--- config.mk ---
export PLATFORM = sky130hd
export DESIGN_NAME = round_ctrl_flat
export DESIGN_NICKNAME = d
export VERILOG_FILES = /design/src/rtl/round_ctrl_if.sv /design/src/rtl/round_ctrl.sv /design/src/flat_wrapper.sv
export SDC_FILE = /design/constraint.sdc
export NUM_CORES = 1
export LEC_CHECK = 0
export ABC_AREA = 0
export ABC_CLOCK_PERIOD_IN_PS = 2100
export BUFFER_PORTS_ARGS = -buffer_cell sky130_fd_sc_hd__buf_4
export CELL_PAD_IN_SITES_DETAIL_PLACEMENT = 0
export CELL_PAD_IN_SITES_GLOBAL_PLACEMENT = 2
export CORE_ASPECT_RATIO = 2
export CORE_UTILIZATION = 36
export DETAILED_ROUTE_END_ITERATION = 7
export GPL_ROUTABILITY_DRIVEN = 0
export PLACE_DENSITY_LB_ADDON = 0.12
export SKIP_LAST_GASP = 1
export SLEW_MARGIN = 20
export SYNTH_ARGS = -nofsm -noshare
export SYNTH_HDL_FRONTEND = slang
export SYNTH_SLANG_ARGS = --single-unit
--- constraint.sdc ---
create_clock -name clk -period 2.1 [get_ports clk]
set_input_delay 0.105 -clock clk [delete_from_list [all_inputs] [get_ports clk]]
set_output_delay 0.105 -clock clk [all_outputs]
set_load 0.05 [all_outputs]
--- src/rtl/round_ctrl_if.sv ---
// Round controller handshake bundle: start/target/key in, status and verdict out.
interface round_ctrl_if #(
    parameter int unsigned KEY_WIDTH = 4
);
    logic                 i_start;
    logic [KEY_WIDTH-1:0] i_target;
    logic [KEY_WIDTH-1:0] i_key;
    logic                 o_busy;
    logic                 o_show_target;
    logic [KEY_WIDTH-1:0] o_target;
    logic                 o_round_ended;
    logic                 o_is_win;

    modport master (
        output i_start, i_target, i_key,
        input  o_busy, o_show_target, o_target, o_round_ended, o_is_win
    );

    modport slave (
        input  i_start, i_target, i_key,
        output o_busy, o_show_target, o_target, o_round_ended, o_is_win
    );
endinterface

--- src/rtl/round_ctrl.sv ---
// Per-round game controller: show target, wait for a key press edge or timeout, judge.
// Optional ROUND_CTRL_FALSE_START_EN: a press edge during SHOW ends the round as a loss.
module round_ctrl #(
    parameter int unsigned KEY_WIDTH      = 4,
    parameter int unsigned SHOW_CYCLES    = 200,
    parameter int unsigned TIMEOUT_CYCLES = 1000
) (
    input logic         clk,
    input logic         rst_n,
    round_ctrl_if.slave bus
);
    localparam int unsigned MaxCycles =
        (SHOW_CYCLES > TIMEOUT_CYCLES) ? SHOW_CYCLES : TIMEOUT_CYCLES;
    localparam int unsigned CntW = $clog2(MaxCycles + 1);
    localparam logic [CntW-1:0] ShowLast = CntW'(SHOW_CYCLES - 1);
    localparam logic [CntW-1:0] WaitLast = CntW'(TIMEOUT_CYCLES - 1);

`ifdef ROUND_CTRL_FALSE_START_EN
    localparam bit FalseStartEn = 1'b1;
`else
    localparam bit FalseStartEn = 1'b0;
`endif

    typedef enum logic [1:0] {StIdle, StShow, StWait, StDone} state_e;

    state_e               state_q;
    logic [CntW-1:0]      cnt_q;
    logic [KEY_WIDTH-1:0] key_prev_q;
    logic [KEY_WIDTH-1:0] target_q;
    logic                 busy_q;
    logic                 show_q;
    logic                 ended_q;
    logic                 win_q;
    logic                 press;

    // Rising edge of "any key down"; a key held across a state change never re-triggers.
    assign press = (bus.i_key != '0) && (key_prev_q == '0);

    always_ff @(posedge clk or negedge rst_n) begin
        if (!rst_n) begin
            state_q    <= StIdle;
            cnt_q      <= '0;
            key_prev_q <= '0;
            target_q   <= '0;
            busy_q     <= 1'b0;
            show_q     <= 1'b0;
            ended_q    <= 1'b0;
            win_q      <= 1'b0;
        end else begin
            key_prev_q <= bus.i_key;
            ended_q    <= 1'b0;
            unique case (state_q)
                StIdle: begin
                    if (bus.i_start) begin
                        state_q  <= StShow;
                        target_q <= bus.i_target;
                        cnt_q    <= '0;
                        busy_q   <= 1'b1;
                        show_q   <= 1'b1;
                    end
                end
                StShow: begin
                    if (FalseStartEn && press) begin
                        state_q <= StDone;
                        cnt_q   <= '0;
                        show_q  <= 1'b0;
                        ended_q <= 1'b1;
                        win_q   <= 1'b0;
                    end else if (cnt_q == ShowLast) begin
                        state_q <= StWait;
                        cnt_q   <= '0;
                        show_q  <= 1'b0;
                    end else begin
                        cnt_q <= cnt_q + CntW'(1);
                    end
                end
                StWait: begin
                    if (press) begin
                        state_q <= StDone;
                        cnt_q   <= '0;
                        ended_q <= 1'b1;
                        // A zero target can never match because a press needs a nonzero key.
                        win_q   <= (bus.i_key == target_q);
                    end else if (cnt_q == WaitLast) begin
                        state_q <= StDone;
                        cnt_q   <= '0;
                        ended_q <= 1'b1;
                        win_q   <= 1'b0;
                    end else begin
                        cnt_q <= cnt_q + CntW'(1);
                    end
                end
                StDone: begin
                    state_q <= StIdle;
                    cnt_q   <= '0;
                    busy_q  <= 1'b0;
                end
                default: begin
                    state_q <= StIdle;
                    cnt_q   <= '0;
                    busy_q  <= 1'b0;
                    show_q  <= 1'b0;
                end
            endcase
        end
    end

    assign bus.o_busy        = busy_q;
    assign bus.o_show_target = show_q;
    assign bus.o_target      = target_q;
    assign bus.o_round_ended = ended_q;
    assign bus.o_is_win      = win_q;
endmodule

--- src/flat_wrapper.sv ---
// flat-port wrapper written by rule: the top's interface ports become plain ports
module round_ctrl_flat 
#(
    parameter int unsigned KEY_WIDTH      = 4,
    parameter int unsigned SHOW_CYCLES    = 200,
    parameter int unsigned TIMEOUT_CYCLES = 1000
)
  (clk, rst_n, bus_i_start, bus_i_target, bus_i_key, bus_o_busy, bus_o_show_target, bus_o_target, bus_o_round_ended, bus_o_is_win);
  round_ctrl_if #(.KEY_WIDTH(KEY_WIDTH)) bus_i ();
  input logic clk;
  input logic rst_n;
  input wire logic [$bits(bus_i.i_start)-1:0] bus_i_start;
  input wire logic [$bits(bus_i.i_target)-1:0] bus_i_target;
  input wire logic [$bits(bus_i.i_key)-1:0] bus_i_key;
  output wire logic [$bits(bus_i.o_busy)-1:0] bus_o_busy;
  output wire logic [$bits(bus_i.o_show_target)-1:0] bus_o_show_target;
  output wire logic [$bits(bus_i.o_target)-1:0] bus_o_target;
  output wire logic [$bits(bus_i.o_round_ended)-1:0] bus_o_round_ended;
  output wire logic [$bits(bus_i.o_is_win)-1:0] bus_o_is_win;
  assign bus_i.i_start = bus_i_start;
  assign bus_i.i_target = bus_i_target;
  assign bus_i.i_key = bus_i_key;
  assign bus_o_busy = bus_i.o_busy;
  assign bus_o_show_target = bus_i.o_show_target;
  assign bus_o_target = bus_i.o_target;
  assign bus_o_round_ended = bus_i.o_round_ended;
  assign bus_o_is_win = bus_i.o_is_win;
  round_ctrl #(.KEY_WIDTH(KEY_WIDTH), .SHOW_CYCLES(SHOW_CYCLES), .TIMEOUT_CYCLES(TIMEOUT_CYCLES)) u_core (.clk(clk), .rst_n(rst_n), .bus(bus_i));
endmodule
-- Yosys cells after proc, flatten, opt, wreduce, memory -nomap -nowiden
Index checks and enable logic that the tools add are counted.
- flip-flop bits (word level): 24
- word-level logic and storage cells: 49
- reduce and logical (&&, ||, !) cells: 12
- equality and inequality tests: 9
- add/subtract/negate cells: 1
- multiplexer cells: 19
- operator list (kind ; number):
    2-to-1 mux 10 bit ; 4
    case mux 10 bit (4 select lines) ; 1
    adder 10 x 1 -> 10 bit (second input constant) ; 1
    equality test 10 bit (second input constant) ; 1
    equality test 10 x 8 -> 1 bit (second input constant) ; 1
    2-to-1 mux 2 bit ; 4
    case mux 2 bit (4 select lines) ; 1
    2-to-1 mux 1 bit ; 7
    AND reduction 2 bit ; 3
    AND reduction 3 bit ; 2
    nonzero test 2 bit ; 3
    equality test 2 bit (second input constant) ; 2
    equality test 4 bit ; 1
    logical NOT 4 bit ; 1
    case mux 1 bit (2 select lines) ; 2
    nonzero test 4 bit ; 1
    inequality test 3 x 1 -> 1 bit (second input constant) ; 1
    equality test 2 x 1 -> 1 bit (second input constant) ; 1
    logical NOT 2 bit ; 1
    inequality test 2 x 1 -> 1 bit (second input constant) ; 1
    inequality test 2 bit (second input constant) ; 1
    logical AND 1 bit ; 1

-- Longest topological paths before layout
- depth in word-level cells: 4
- gate-level depth with buffers: 7
- gate-level depth less buffers: 6

-- Worst setup path after synthesis
OpenSTA, ideal clock, no wires.
- kind: reg2reg
- start point: reg u_core.state_q[0]
- end point: reg u_core.state_q[1]
- path buffers: 1
- slack: 0.364 ns
- clock period less this slack: 1.736 ns
- data arrival time: 1.608 ns
- stages on the path, launching flop included: 7
- path through: dfrtp_1 > inv_1 > ha_1 > nor2b_1 > clkbuf_1 > a311oi_2 > mux2_1
- longest elaborated chain between the ends: 3
- elaborated cells between the ends (all ways): 9
- those cells by class: eq/ne: 6; mux: 1; reduce/logical: 2
- RTL lines (what ; RTL line ; source):
    from (decl) ; round_ctrl.sv:26 ; state_e state_q;
    from (signal assigned) ; round_ctrl.sv:41 ; state_q <= StIdle;
    from (signal assigned) ; round_ctrl.sv:55 ; state_q <= StShow;
    from (signal assigned) ; round_ctrl.sv:64 ; state_q <= StDone;
    equality test 2 bit (tied with other cells) ; round_ctrl.sv:52 ; unique case (state_q)
    inequality test 3 x 1 -> 1 bit (no source line) (tied with other cells) ; -- ;
    AND reduction 3 bit (no source line) ; -- ;
Several ways; a longest one is shown, not always the timed one.
A chain may end at the register's enable or synchronous reset.

-- Worst setup path in the final report
- start point: reg u_core.cnt_q[0]
- end point: reg u_core.cnt_q[2]
- longest elaborated chain between the ends: 4
- elaborated cells between the ends (all ways): 7
- those cells by class: add/sub: 1; eq/ne: 2; mux: 4
- RTL lines (what ; RTL line ; source):
    from (decl) ; round_ctrl.sv:27 ; logic [CntW-1:0] cnt_q;
    from (signal assigned) ; round_ctrl.sv:74 ; cnt_q <= cnt_q + CntW'(1);
    from (signal assigned) ; round_ctrl.sv:90 ; cnt_q <= cnt_q + CntW'(1);
    adder 10 x 1 -> 10 bit / equality test 10 bit (equally long branches) ; round_ctrl.sv:74, round_ctrl.sv:90, round_ctrl.sv:84 ;
    2-to-1 mux 10 bit ; round_ctrl.sv:84 ; end else if (cnt_q == WaitLast) begin
    2-to-1 mux 10 bit ; round_ctrl.sv:78 ; if (press) begin
    case mux 10 bit (4 select lines) * ; round_ctrl.sv:52 ;
Every way passes the cells marked *; elsewhere a longest branch is shown, timed or not.

==> impl_metrics.toml <==
[floorplan]
rows = 30
io-pin-count = 19
die_x_um = 43.8
die_area_um2 = 3750
core_um2 = 3380
start_util_pct = 37.3
fp.dieH_um = 85.7

[drt]
drc_errors = 0
routed.top_layer = "met4"
vias = 959
met2_length_um = 1600
ant_nets = 0
drtIter0Drc = 30
route.met3.wl_um = 57
wl_per_cell_um = 16.1
via_per_inst = 5.58
m1WireLength_um = 1040
wl_um = 2760
drt_pass1_iterations = 4

[flow_run]
maxCapViolCount = 0

[layout]
fillers = 326
areaGrowthSynthToFinish_pct = 23.4
multi_input_area_um2 = 641
ff_latch_area_um2 = 601
drive_above_1_share_pct = 29.3
nNetsFinal = 157
num_antenna_cells = 0

[clock_tree]
numCtsBuffers = 3
clkTransAtPathRegs_ps = 90
cts_resized = 0
cts-root-buf = "clkbuf_8"
clockBufferDepth = 2
tritoncts = "yes"
htree_levels = 1
insertion_delay_ps = 270
clock_sinks = 24

[sta]
fin_ws_ps = 249
rsz0062_at_grt = "no"
hold_viol = 0
tns_ps = 0
fin_crit_ps = 1850
fin_crit_sh_pct = 88.1
slew_viol_final = 0
slew_headroom_pct = 69.2
finalClockSkew_ps = 2.29
setup_viol = 0
tightest_slew_ps = 462
fmax_mhz = 540

[synth]
synth.avg_cell_area_um2 = 11.2
synthAdderAreaFrac_pct = 4.97
yosys_warnings = 0
synth-compound-area-share_pct = 15.1
yosys.area_share.simple_pct = 21.1
synth_xor_xnor_area_share_pct = 2.78
synth_top_cells_by_count = "dfrtp_1, nand2_1, o21ai_0, nor2_1"
async_reset_ff_share_pct = 100
ys_types = 37
synth_edf_count = 0
syn_nets = 128
ys_ff_latch = 24
synth_top_family_by_area = "simple AND/OR/NAND/NOR gates"
synthTopCellsByArea = "dfrtp_1, ha_1, mux2_2"
synthMuxAreaShare_pct = 6.95
yosysSeqAreaShare_pct = 47.7
synthFlopType = "dfrtp_1"
syn_area_um2 = 1260
synth_cells = 112
yosysMostFrequentCell = "dfrtp_1"
synth_top_area_share_pct = 47.7
synth_top_cell_by_area = "dfrtp_1"

[setup_path]
cp-start-kind = "flop"
worst_ep_arrival_time_ps = 2000
end_kind = "flop"
rr_worst_depth = 5
worstSetupPathType = "reg -> reg"
slowest_stage = "a221oi_4"
cpLargestDelayFamily = "compound AO/OA/AOI/OAI gates"
rrSetupSlack_ps = 250
critPathRequiredTime_ps = 2240
cpPeakStageDelay_ps = 510
r2r-end = "u_core.cnt_q[2]"
worstPathCellList = "ha_1, and4b_2, a31oi_4, a221oi_4, nor3_1"
r2r_start = "u_core.cnt_q[0]"
crit_fanout = 7
cp.buffers_inverters = 0
cp_num_cells = 5

[worst_hold_path]
hold_end = "u_core.bus.o_target[3]"
hold_class = "in -> reg"
whs_path_depth = 2
worstHoldStart = "bus_i_target[3]"

[power]
cellLeakagePower_nw = 0.705
vdd_drop_max_v = 0.000757
power_density_nw_per_um2 = 1240

[global_route]
grt_first_pass_wirelength_um = 4540
track_usage_pct = 16.9
grt_max_degree = 25
grt_pass1_vias = 952
overflow = 0
antenna_found_initial = 0

[placed_design]
dp_hpwl_um = 2100
pre_cts_ws_ps = 266
port_buffers = 18

[status]
status = "finished clean"
worst max path at each step:
stage                     slack [ps]         startpoint                end
after floorplan                  360  u_core.state_q[0]  u_core.state_q[1]
after global placement           320    u_core.cnt_q[0]    u_core.cnt_q[7]
after detailed placement         270    u_core.cnt_q[0]  u_core.state_q[1]
after CTS                        240    u_core.cnt_q[0]  u_core.state_q[1]
after global routing             120    u_core.cnt_q[0]    u_core.cnt_q[2]
final                            250    u_core.cnt_q[0]    u_core.cnt_q[2]
stage by stage:
step           total power [W]  utilization, %  area, um^2  cells  hold WS (ps)
4_1_cts                0.00195            46.0        1560    172          53.4
6_report               0.00193            46.0        1560    172          55.0
3_3_place_gp           0.00160            42.9        1450    163          25.9
5_1_grt                0.00204            46.0        1560    172          56.7
3_5_place_dp           0.00161            42.9        1450    163          28.4
2_1_floorplan          0.00133               -        1260    112          -191
layout by cell type (no fill, tap or decap), drive strengths merged:
| cell | synthesis | routed |
|---|---|---|
| a22oi | 1 | 1 |
| and4b | 1 | 1 |
| nor2 | 6 | 6 |
| dlygate4sd3 | 0 | 5 |
| a311oi | 1 | 1 |
| inv | 3 | 3 |
| and2b | 1 | 1 |
| o21ai | 7 | 7 |
| a21oi | 5 | 5 |
| mux2 | 6 | 6 |
| ha | 5 | 5 |
| nor2b | 1 | 1 |
| and2 | 1 | 1 |
| a31oi | 1 | 1 |
| and3 | 5 | 5 |
| a21o | 2 | 2 |
| or4 | 1 | 1 |
| o32a | 1 | 1 |
| nand2 | 10 | 10 |
| nand3 | 2 | 2 |
| nor3b | 1 | 1 |
| and4 | 2 | 2 |
| buf | 0 | 21 |
| xnor2 | 4 | 4 |
| clkbuf | 2 | 4 |
| dfrtp | 24 | 24 |
| nor3 | 5 | 5 |
| mux2i | 2 | 2 |
| nand4 | 4 | 4 |
| nand2b | 2 | 2 |
| a221oi | 1 | 1 |
| nor4 | 1 | 1 |
| a21boi | 1 | 1 |
| o211ai | 2 | 2 |
| a41oi | 1 | 1 |
kinds of logic (layout without fill, tap and decap cells):
| family | after synthesis | count (layout) |
|---|---|---|
| adders and majority gates | 5 | 5 |
| and+or+nand+nor | 43 | 43 |
| muxes | 8 | 8 |
| xor gates and xnor gates | 4 | 4 |
| AOI/OAI and AO/OA | 23 | 23 |
| buffers and inverters | 5 | 33 |
| DFF | 24 | 24 |
where the power goes:
part	total [W]	switching [W]	internal, W
combinational	0.000945	0.000577	0.000368
sequential	0.000656	0.0000922	0.000564
clock	0.000329	0.000161	0.000168
layout make-up:
type | count | area share [%]
flip-flops and latches | 24 | 38.6
clock buffers | 4 | 3.54
inverters | 3 | 0.724
well taps | 32 | 2.57
multi-input cells | 83 | 41.2
repair buffers | 26 | 13.4
repair_timing:
item | 4_1_cts | 5_1_grt
hold endpoints to repair | 28 | 0
buffers inserted | 0 | 0
hold buffers | 5 | 0
endpoints found under the setup margin | 0 | 0
flip-flops by register name, summed over array words and instances (netlist names):
signal / flops
u_core.state_q: 2
u_core.bus.o_busy: 1
u_core.bus.o_target: 4
u_core.cnt_q: 10
u_core.bus.o_round_ended: 1
u_core.bus.o_is_win: 1
u_core.key_prev_q: 4
u_core.bus.o_show_target: 1
worst reg2reg max path, delay by kind of cell (launching register included):
family	cells	cell delay, ps
simple gates	2	430
compound gates	2	650
flops	1	410
fa+ha+maj	1	220
routing by layer:
layer  vias up  global-route usage [%]
met5         -                       0
met4         0                    8.52
met3         5                    1.89
met2        19                    31.6
met1       468                    17.4
li1        467                       -
Power figures use the tool's default switching activity.
